<file path="src/rtl/edge_arb_pkg.sv">
// Shared types, constants and helpers for the edge-event arbiter family.
//   EVT_RISE / EVT_FALL : encoding of the event type bit
//   edge_evt_t          : event payload {ch, fall}, ch sized for up to 16 channels
//   rr_next             : round-robin index increment with wrap at n
package edge_arb_pkg;

    localparam int unsigned CH_W_MAX = 4;

    localparam logic EVT_RISE = 1'b0;
    localparam logic EVT_FALL = 1'b1;

    typedef struct packed {
        logic [CH_W_MAX-1:0] ch;
        logic                fall;
    } edge_evt_t;

    // Next index after idx, wrapping to 0 at n.
    function automatic logic [CH_W_MAX-1:0] rr_next(input logic [CH_W_MAX-1:0] idx,
                                                    input int unsigned         n);
        if (32'(idx) + 32'd1 >= n) begin
            return '0;
        end
        return idx + CH_W_MAX'(1);
    endfunction

endpackage

</file>
<file path="src/rtl/edge_event_arbiter_if.sv">
// Event output handshake bundle.
//   evt_valid : event available (master drives)
//   evt_ready : consumer accepts event (slave drives)
//   evt_ch    : channel of the presented event
//   evt_fall  : 0 = rising edge, 1 = falling edge
interface edge_event_arbiter_if #(
    parameter int unsigned N_CH = 4
);
    localparam int unsigned CH_W = $clog2(N_CH);

    logic            evt_valid;
    logic            evt_ready;
    logic [CH_W-1:0] evt_ch;
    logic            evt_fall;

    modport master (output evt_valid, output evt_ch, output evt_fall, input evt_ready);
    modport slave  (input evt_valid, input evt_ch, input evt_fall, output evt_ready);
endinterface

</file>
<file path="src/rtl/edge_arb_rr_pick.sv">
// Combinational round-robin picker.
//   req_i       : request vector
//   ptr_i       : index of the last winner; the search starts one past it
//   win_idx_c_o : first requesting index found, wrapping modulo N_CH
//   any_req_c_o : at least one request present
module edge_arb_rr_pick
    import edge_arb_pkg::*;
#(
    parameter int unsigned N_CH = 4
) (
    input  logic [N_CH-1:0]          req_i,
    input  logic [$clog2(N_CH)-1:0]  ptr_i,
    output logic [$clog2(N_CH)-1:0]  win_idx_c_o,
    output logic                     any_req_c_o
);
    localparam int unsigned CH_W = $clog2(N_CH);

    logic [CH_W_MAX-1:0] cur;

    always_comb begin
        win_idx_c_o = '0;
        any_req_c_o = 1'b0;
        cur         = rr_next(CH_W_MAX'(ptr_i), N_CH);
        for (int k = 0; k < int'(N_CH); k++) begin
            if (!any_req_c_o && req_i[cur[CH_W-1:0]]) begin
                any_req_c_o = 1'b1;
                win_idx_c_o = cur[CH_W-1:0];
            end
            cur = rr_next(cur, N_CH);
        end
    end

endmodule

</file>
<file path="src/rtl/edge_event_arbiter.sv">
// Per-channel edge detector with one pending slot per channel, round-robin
// arbitration onto a single registered valid/ready event port.
//   clk, rst : clock, synchronous active-high reset
//   sig      : monitored signals
//   en_rise  : per-channel rising-edge enable
//   en_fall  : per-channel falling-edge enable
//   evt      : event port (master modport of edge_event_arbiter_if)
//   pend     : per-channel pending slot occupied
//   ovf      : sticky per-channel overflow
//   ovf_clr  : per-channel overflow clear (write-1-to-clear)
// Build option EDGE_ARB_SYNC_EN: inserts a 2-flop synchronizer per channel and
// suppresses detection for 3 cycles after reset while the history primes.
module edge_event_arbiter
    import edge_arb_pkg::*;
#(
    parameter int unsigned N_CH = 4
) (
    input  logic                    clk,
    input  logic                    rst,
    input  logic [N_CH-1:0]         sig,
    input  logic [N_CH-1:0]         en_rise,
    input  logic [N_CH-1:0]         en_fall,
    edge_event_arbiter_if.master    evt,
    output logic [N_CH-1:0]         pend,
    output logic [N_CH-1:0]         ovf,
    input  logic [N_CH-1:0]         ovf_clr
);
    localparam int unsigned CH_W = $clog2(N_CH);

    logic [N_CH-1:0] sig_s;
    logic            det_en;

`ifdef EDGE_ARB_SYNC_EN
    logic [N_CH-1:0] sync1_q;
    logic [N_CH-1:0] sync2_q;
    logic [1:0]      prime_q;

    // Synchronizer flops intentionally carry no reset.
    always_ff @(posedge clk) begin
        sync1_q <= sig;
        sync2_q <= sync1_q;
    end

    // Hold off detection until the synchronizer and history register are primed.
    always_ff @(posedge clk) begin
        if (rst) begin
            prime_q <= '0;
        end else if (prime_q != 2'd3) begin
            prime_q <= prime_q + 2'd1;
        end
    end

    assign sig_s  = sync2_q;
    assign det_en = (prime_q == 2'd3);
`else
    assign sig_s  = sig;
    assign det_en = 1'b1;
`endif

    logic [N_CH-1:0] sig_q;
    logic [N_CH-1:0] occ_q, occ_d;
    logic [N_CH-1:0] typ_q, typ_d;
    logic [N_CH-1:0] ovf_q, ovf_d;
    logic            vld_q, vld_d;
    logic [CH_W-1:0] ch_q, ch_d;
    logic            fall_q, fall_d;
    logic [CH_W-1:0] ptr_q, ptr_d;

    logic [N_CH-1:0] rise_c, fall_c, edge_c, gnt_c;
    logic [CH_W-1:0] win_c;
    logic            any_c;
    logic            free_c;

    edge_arb_rr_pick #(.N_CH(N_CH)) u_pick (
        .req_i       (occ_q),
        .ptr_i       (ptr_q),
        .win_idx_c_o (win_c),
        .any_req_c_o (any_c)
    );

    // Edge detection, slot update and output register next state.
    always_comb begin
        rise_c = '0;
        fall_c = '0;
        edge_c = '0;
        gnt_c  = '0;
        occ_d  = occ_q;
        typ_d  = typ_q;
        ovf_d  = ovf_q;
        vld_d  = vld_q;
        ch_d   = ch_q;
        fall_d = fall_q;
        ptr_d  = ptr_q;

        free_c = !vld_q || evt.evt_ready;

        if (det_en) begin
            rise_c = sig_s & ~sig_q & en_rise;
            fall_c = ~sig_s & sig_q & en_fall;
        end
        edge_c = rise_c | fall_c;

        for (int i = 0; i < int'(N_CH); i++) begin
            gnt_c[i] = free_c && any_c && (win_c == CH_W'(i));
        end

        // A slot being granted this cycle can accept a new edge at the same edge.
        for (int i = 0; i < int'(N_CH); i++) begin
            if (edge_c[i] && (!occ_q[i] || gnt_c[i])) begin
                occ_d[i] = 1'b1;
                typ_d[i] = fall_c[i] ? EVT_FALL : EVT_RISE;
            end else if (gnt_c[i]) begin
                occ_d[i] = 1'b0;
            end

            // Overflow set wins over a same-cycle clear.
            if (edge_c[i] && occ_q[i] && !gnt_c[i]) begin
                ovf_d[i] = 1'b1;
            end else if (ovf_clr[i]) begin
                ovf_d[i] = 1'b0;
            end
        end

        if (free_c) begin
            if (any_c) begin
                vld_d  = 1'b1;
                ch_d   = win_c;
                fall_d = typ_q[win_c];
                ptr_d  = win_c;
            end else begin
                vld_d  = 1'b0;
            end
        end
    end

    // State registers; the history register tracks sig even during reset.
    always_ff @(posedge clk) begin
        sig_q <= sig_s;
        if (rst) begin
            occ_q  <= '0;
            typ_q  <= '0;
            ovf_q  <= '0;
            vld_q  <= 1'b0;
            ch_q   <= '0;
            fall_q <= 1'b0;
            ptr_q  <= CH_W'(N_CH - 1);
        end else begin
            occ_q  <= occ_d;
            typ_q  <= typ_d;
            ovf_q  <= ovf_d;
            vld_q  <= vld_d;
            ch_q   <= ch_d;
            fall_q <= fall_d;
            ptr_q  <= ptr_d;
        end
    end

    assign evt.evt_valid = vld_q;
    assign evt.evt_ch    = ch_q;
    assign evt.evt_fall  = fall_q;
    assign pend          = occ_q;
    assign ovf           = ovf_q;

endmodule

</file>
<file path="src/flat_wrapper.sv">
// flat-port wrapper written by rule: the top's interface ports become plain ports
module edge_event_arbiter_flat import edge_arb_pkg::*;
#(
    parameter int unsigned N_CH = 4
)
  (clk, rst, sig, en_rise, en_fall, pend, ovf, ovf_clr, evt_evt_valid, evt_evt_ch, evt_evt_fall, evt_evt_ready);
  edge_event_arbiter_if #(.N_CH(N_CH)) evt_i ();
  input  logic clk;
  input  logic rst;
  input  logic [N_CH-1:0] sig;
  input  logic [N_CH-1:0] en_rise;
  input  logic [N_CH-1:0] en_fall;
  output logic [N_CH-1:0] pend;
  output logic [N_CH-1:0] ovf;
  input  logic [N_CH-1:0] ovf_clr;
  output wire logic [$bits(evt_i.evt_valid)-1:0] evt_evt_valid;
  output wire logic [$bits(evt_i.evt_ch)-1:0] evt_evt_ch;
  output wire logic [$bits(evt_i.evt_fall)-1:0] evt_evt_fall;
  input wire logic [$bits(evt_i.evt_ready)-1:0] evt_evt_ready;
  assign evt_evt_valid = evt_i.evt_valid;
  assign evt_evt_ch = evt_i.evt_ch;
  assign evt_evt_fall = evt_i.evt_fall;
  assign evt_i.evt_ready = evt_evt_ready;
  edge_event_arbiter #(.N_CH(N_CH)) u_core (.clk(clk), .rst(rst), .sig(sig), .en_rise(en_rise), .en_fall(en_fall), .evt(evt_i), .pend(pend), .ovf(ovf), .ovf_clr(ovf_clr));
endmodule
</file>
<file path="config.mk">
export PLATFORM = sky130hd
export DESIGN_NAME = edge_event_arbiter_flat
export DESIGN_NICKNAME = d
export VERILOG_FILES = /design/src/rtl/edge_arb_pkg.sv /design/src/rtl/edge_event_arbiter_if.sv /design/src/rtl/edge_arb_rr_pick.sv /design/src/rtl/edge_event_arbiter.sv /design/src/flat_wrapper.sv
export SDC_FILE = /design/constraint.sdc
export NUM_CORES = 1
export LEC_CHECK = 0
export ABC_AREA = 1
export CORE_MARGIN = 2
export CORE_UTILIZATION = 30
export DETAILED_ROUTE_END_ITERATION = 8
export HOLD_SLACK_MARGIN = 0.05
export SLEW_MARGIN = 10
export SYNTH_ARGS = -nofsm -noshare
export SYNTH_HDL_FRONTEND = slang
export SYNTH_SLANG_ARGS = --single-unit
</file>
<file path="constraint.sdc">
create_clock -name clk -period 5.7 [get_ports clk]
set_input_delay 1.14 -clock clk [delete_from_list [all_inputs] [get_ports clk]]
set_output_delay 1.14 -clock clk [all_outputs]
set_load 0.01 [all_outputs]
</file>
==> impl_metrics.yaml <==
cts:
  numCtsBuffers: 3
  clockBufferDepth: 2
  cts-root-buf: "clkbuf_8"
  cts_tree: "yes"
  clk_pin_slew_worst_paths_ns: 0.07
  post_cts_buffers: 0
  postCtsResizedCells: 0
  htreeDepth: 1
  cts_hold_buf: 0
  cts_num_sinks: 22
  insertion_delay_ns: 0.25
placement:
  place_ws_ns: 3.22
  port_buffers: 30
  dp_cells: 291
  place_hpwl_mm: 2.36
  gp_congestion: 0.777
synth:
  synth.most_common_cell: "nand2_1"
  yosys-top-cells-area: "dfxtp_1 29%, nand2_2 11%, nand2_1 8.8%, inv_1 5.5%, nand3_2 5.4%"
  synthTopCellsByCount: "35 x nand2_1, 27 x nand2_2, 22 x dfxtp_1, 22 x inv_1, 12 x nand3_1"
  synth_edf_count: 0
  synth_top_family_by_area: "simple AND/OR/NAND/NOR gates"
  synth-simple-area-share_pct: 45.2
  muxShareOfSynthArea_pct: 0
  yosys.area.top_type_share_pct: 29.4
  synthCells: 196
  synth_area_mm2: 0.00150
  synth_largest_area_cell: "dfxtp_1"
  ys_ff_latch: 22
  yosysSeqAreaShare_pct: 29.4
  ys.flop_type: "dfxtp_1"
  ys_types: 29
  syn_nets: 220
  avgSynthCellArea_um2: 7.63
  synthAdderAreaFrac_pct: 4.18
  synth_compound_area_share_pct: 13.2
  synth-warning-count: 0
  synthArstFlopShare_pct: 0
  synthXorXnorAreaFrac_pct: 0
sta:
  relSlewSlack_pct: 60.1
  finalHoldViolations: 0
  layout_setup_ws_ns: 3.24
  period_minus_slack_ns: 2.46
  worst_hold_slack_ns: 0.464
  tightest_slew_ns: 0.596
  setup_viol_count_final: 0
  rsz0062_at_grt: "false"
  finClkSkew_ns: 0.00323
  fin_setup_tns_ns: 0
  fmax_mhz: 407
  drv_slew: 0
  period_share_pct: 43.1
drt:
  via_per_inst: 4.35
  drc: 0
  drtPass1Iterations: 4
  wl_mm: 2.85
  antenna_left: 0
  drtIter0Drc: 28
  wl_per_cell_um: 9.71
  route.vias.total: 1278
setup_path:
  max_stage_delay_ns: 0.59
  critPathMaxFanout: 6
  path_buf_inv: 1
  critical-path-top-delay-family: "buffers and inverters"
  arrival_ns: 1.32
  critPathLaunchType: "flip-flop"
  end_kind: "primary output"
  slowest_stage: "clkdlybuf4s50_1"
  cp_data_required_time_ns: 4.56
  cp_cell_sequence: "clkdlybuf4s50_1"
  crit_type: "reg -> out"
floorplan:
  start_util_pct: 31.5
  row_count: 25
  pin_count: 31
  die_area_mm2: 0.00557
  coreArea_mm2: 0.00475
  die_w_um: 74.6
  die_h_um: 74.6
global_routing:
  grt_pass1_wl_mm: 5.26
  grt_start_max_net_pins: 16
  first_global_vias: 1285
  overflow: 0
  antenna_found_initial: 0
  grtUsageTotal_pct: 11.6
pwr:
  peakVddDrop_mv: 0.196
  report.power.total_uw: 1020
  p_leak_uw: 0.000792
  powerDensity_mw_per_mm2: 538
finish:
  n_fill_cell: 514
  drive_gt1_share_pct: 27.3
  final_cell_count_no_fill: 294
  multi_input_area_um2: 936
  area_growth_pct: 26.8
  layout.nets: 253
  antenna_cells: 0
  seq_area_um2: 440
hold_path:
  min_path_type: "reg -> reg"
run_status:
  status: "completed"
run:
  maxCapViolations: 0
==> where the power goes <==
| group | internal, uW | switching [uW] | leakage [uW] |
|---|---|---|---|
| clock | 47.0 | 44.2 | 0.0000216 |
| sequential | 184 | 27.9 | 0.000182 |
| combinational | 264 | 455 | 0.000588 |
| total | 495 | 527 | 0.000792 |
==> cells in the final DEF (no fill, tap or decap), types with 2 or more instances in the layout <==
| cell type | n |
|---|---|
| nand2_4 | 7 |
| inv_2 | 2 |
| ha_1 | 5 |
| nand4_1 | 2 |
| inv_1 | 22 |
| nor2_4 | 3 |
| clkbuf_8 | 3 |
| nor2_1 | 11 |
| a21oi_2 | 5 |
| o21ai_1 | 2 |
| dfxtp_1 | 22 |
| nand3_1 | 12 |
| nand3_2 | 8 |
| o211ai_1 | 3 |
| clkdlybuf4s50_1 | 30 |
| nand2_1 | 35 |
| nand2_2 | 27 |
| nand3b_1 | 3 |
| nor3_1 | 2 |
| o21ai_0 | 6 |
| a21oi_1 | 9 |
==> worst paths after layout <==
| path | depth (start not counted) | slack [ns] | to | start |
|---|---|---|---|---|
| max reg2reg | 13 | 3.38 | u_core.typ_q[3]$_SDFFE_PP0P_ | u_core.ptr_q[0]$_SDFFE_PP1P_ |
| min | 2 | 0.46 | u_core.typ_q[3]$_SDFFE_PP0P_ | u_core.typ_q[3]$_SDFFE_PP0P_ |
| min reg2reg | 2 | 0.46 | u_core.typ_q[3]$_SDFFE_PP0P_ | u_core.typ_q[3]$_SDFFE_PP0P_ |
| max | 1 | 3.24 | pend[1] | u_core.pend[1]$_SDFFE_PP0P_ |
==> flip-flops by register name (all words and copies together) (netlist names) <==
signal                cells
u_core.evt.evt_ch         2
u_core.evt.evt_fall       1
u_core.evt.evt_valid      1
u_core.ovf                4
u_core.pend               4
u_core.ptr_q              2
u_core.sig_q              4
u_core.typ_q              4
==> layout make-up <==
class,count,area share (%)
timing repair buffer,30,15.8
sequential,22,23.2
tap,67,4.42
multi-input combinational,147,49.3
clock buffer,3,2.18
inverter,25,5.08
==> per-stage QoR <==
step / util [%] / area (um^2)
2_1_floorplan: - / 1500
3_3_place_gp: 39.1 / 1860
3_5_place_dp: 39.1 / 1860
4_1_cts: 39.9 / 1900
5_1_grt: 39.9 / 1900
6_report: 39.9 / 1900
==> per-layer routing <==
| metal | vias up | global-route usage [%] | share of wire (%) |
|---|---|---|---|
| met1 | 564 | 14.6 | 48 |
| met4 | 0 | 2.38 | 0.49 |
| met5 | - | 0 | 0 |
| met2 | 13 | 21.4 | 50 |
| li1 | 699 | - | - |
| met3 | 2 | 1.47 | 2.0 |
==> kinds of logic after synthesis <==
| family | after synthesis |
|---|---|
| AND/OR/NAND/NOR | 113 |
| buffers and inverters | 27 |
| adder cells (fa/ha/maj) | 5 |
| AO/OA/AOI/OAI | 29 |
| flip-flops | 22 |
Power figures use the tool's default switching activity.
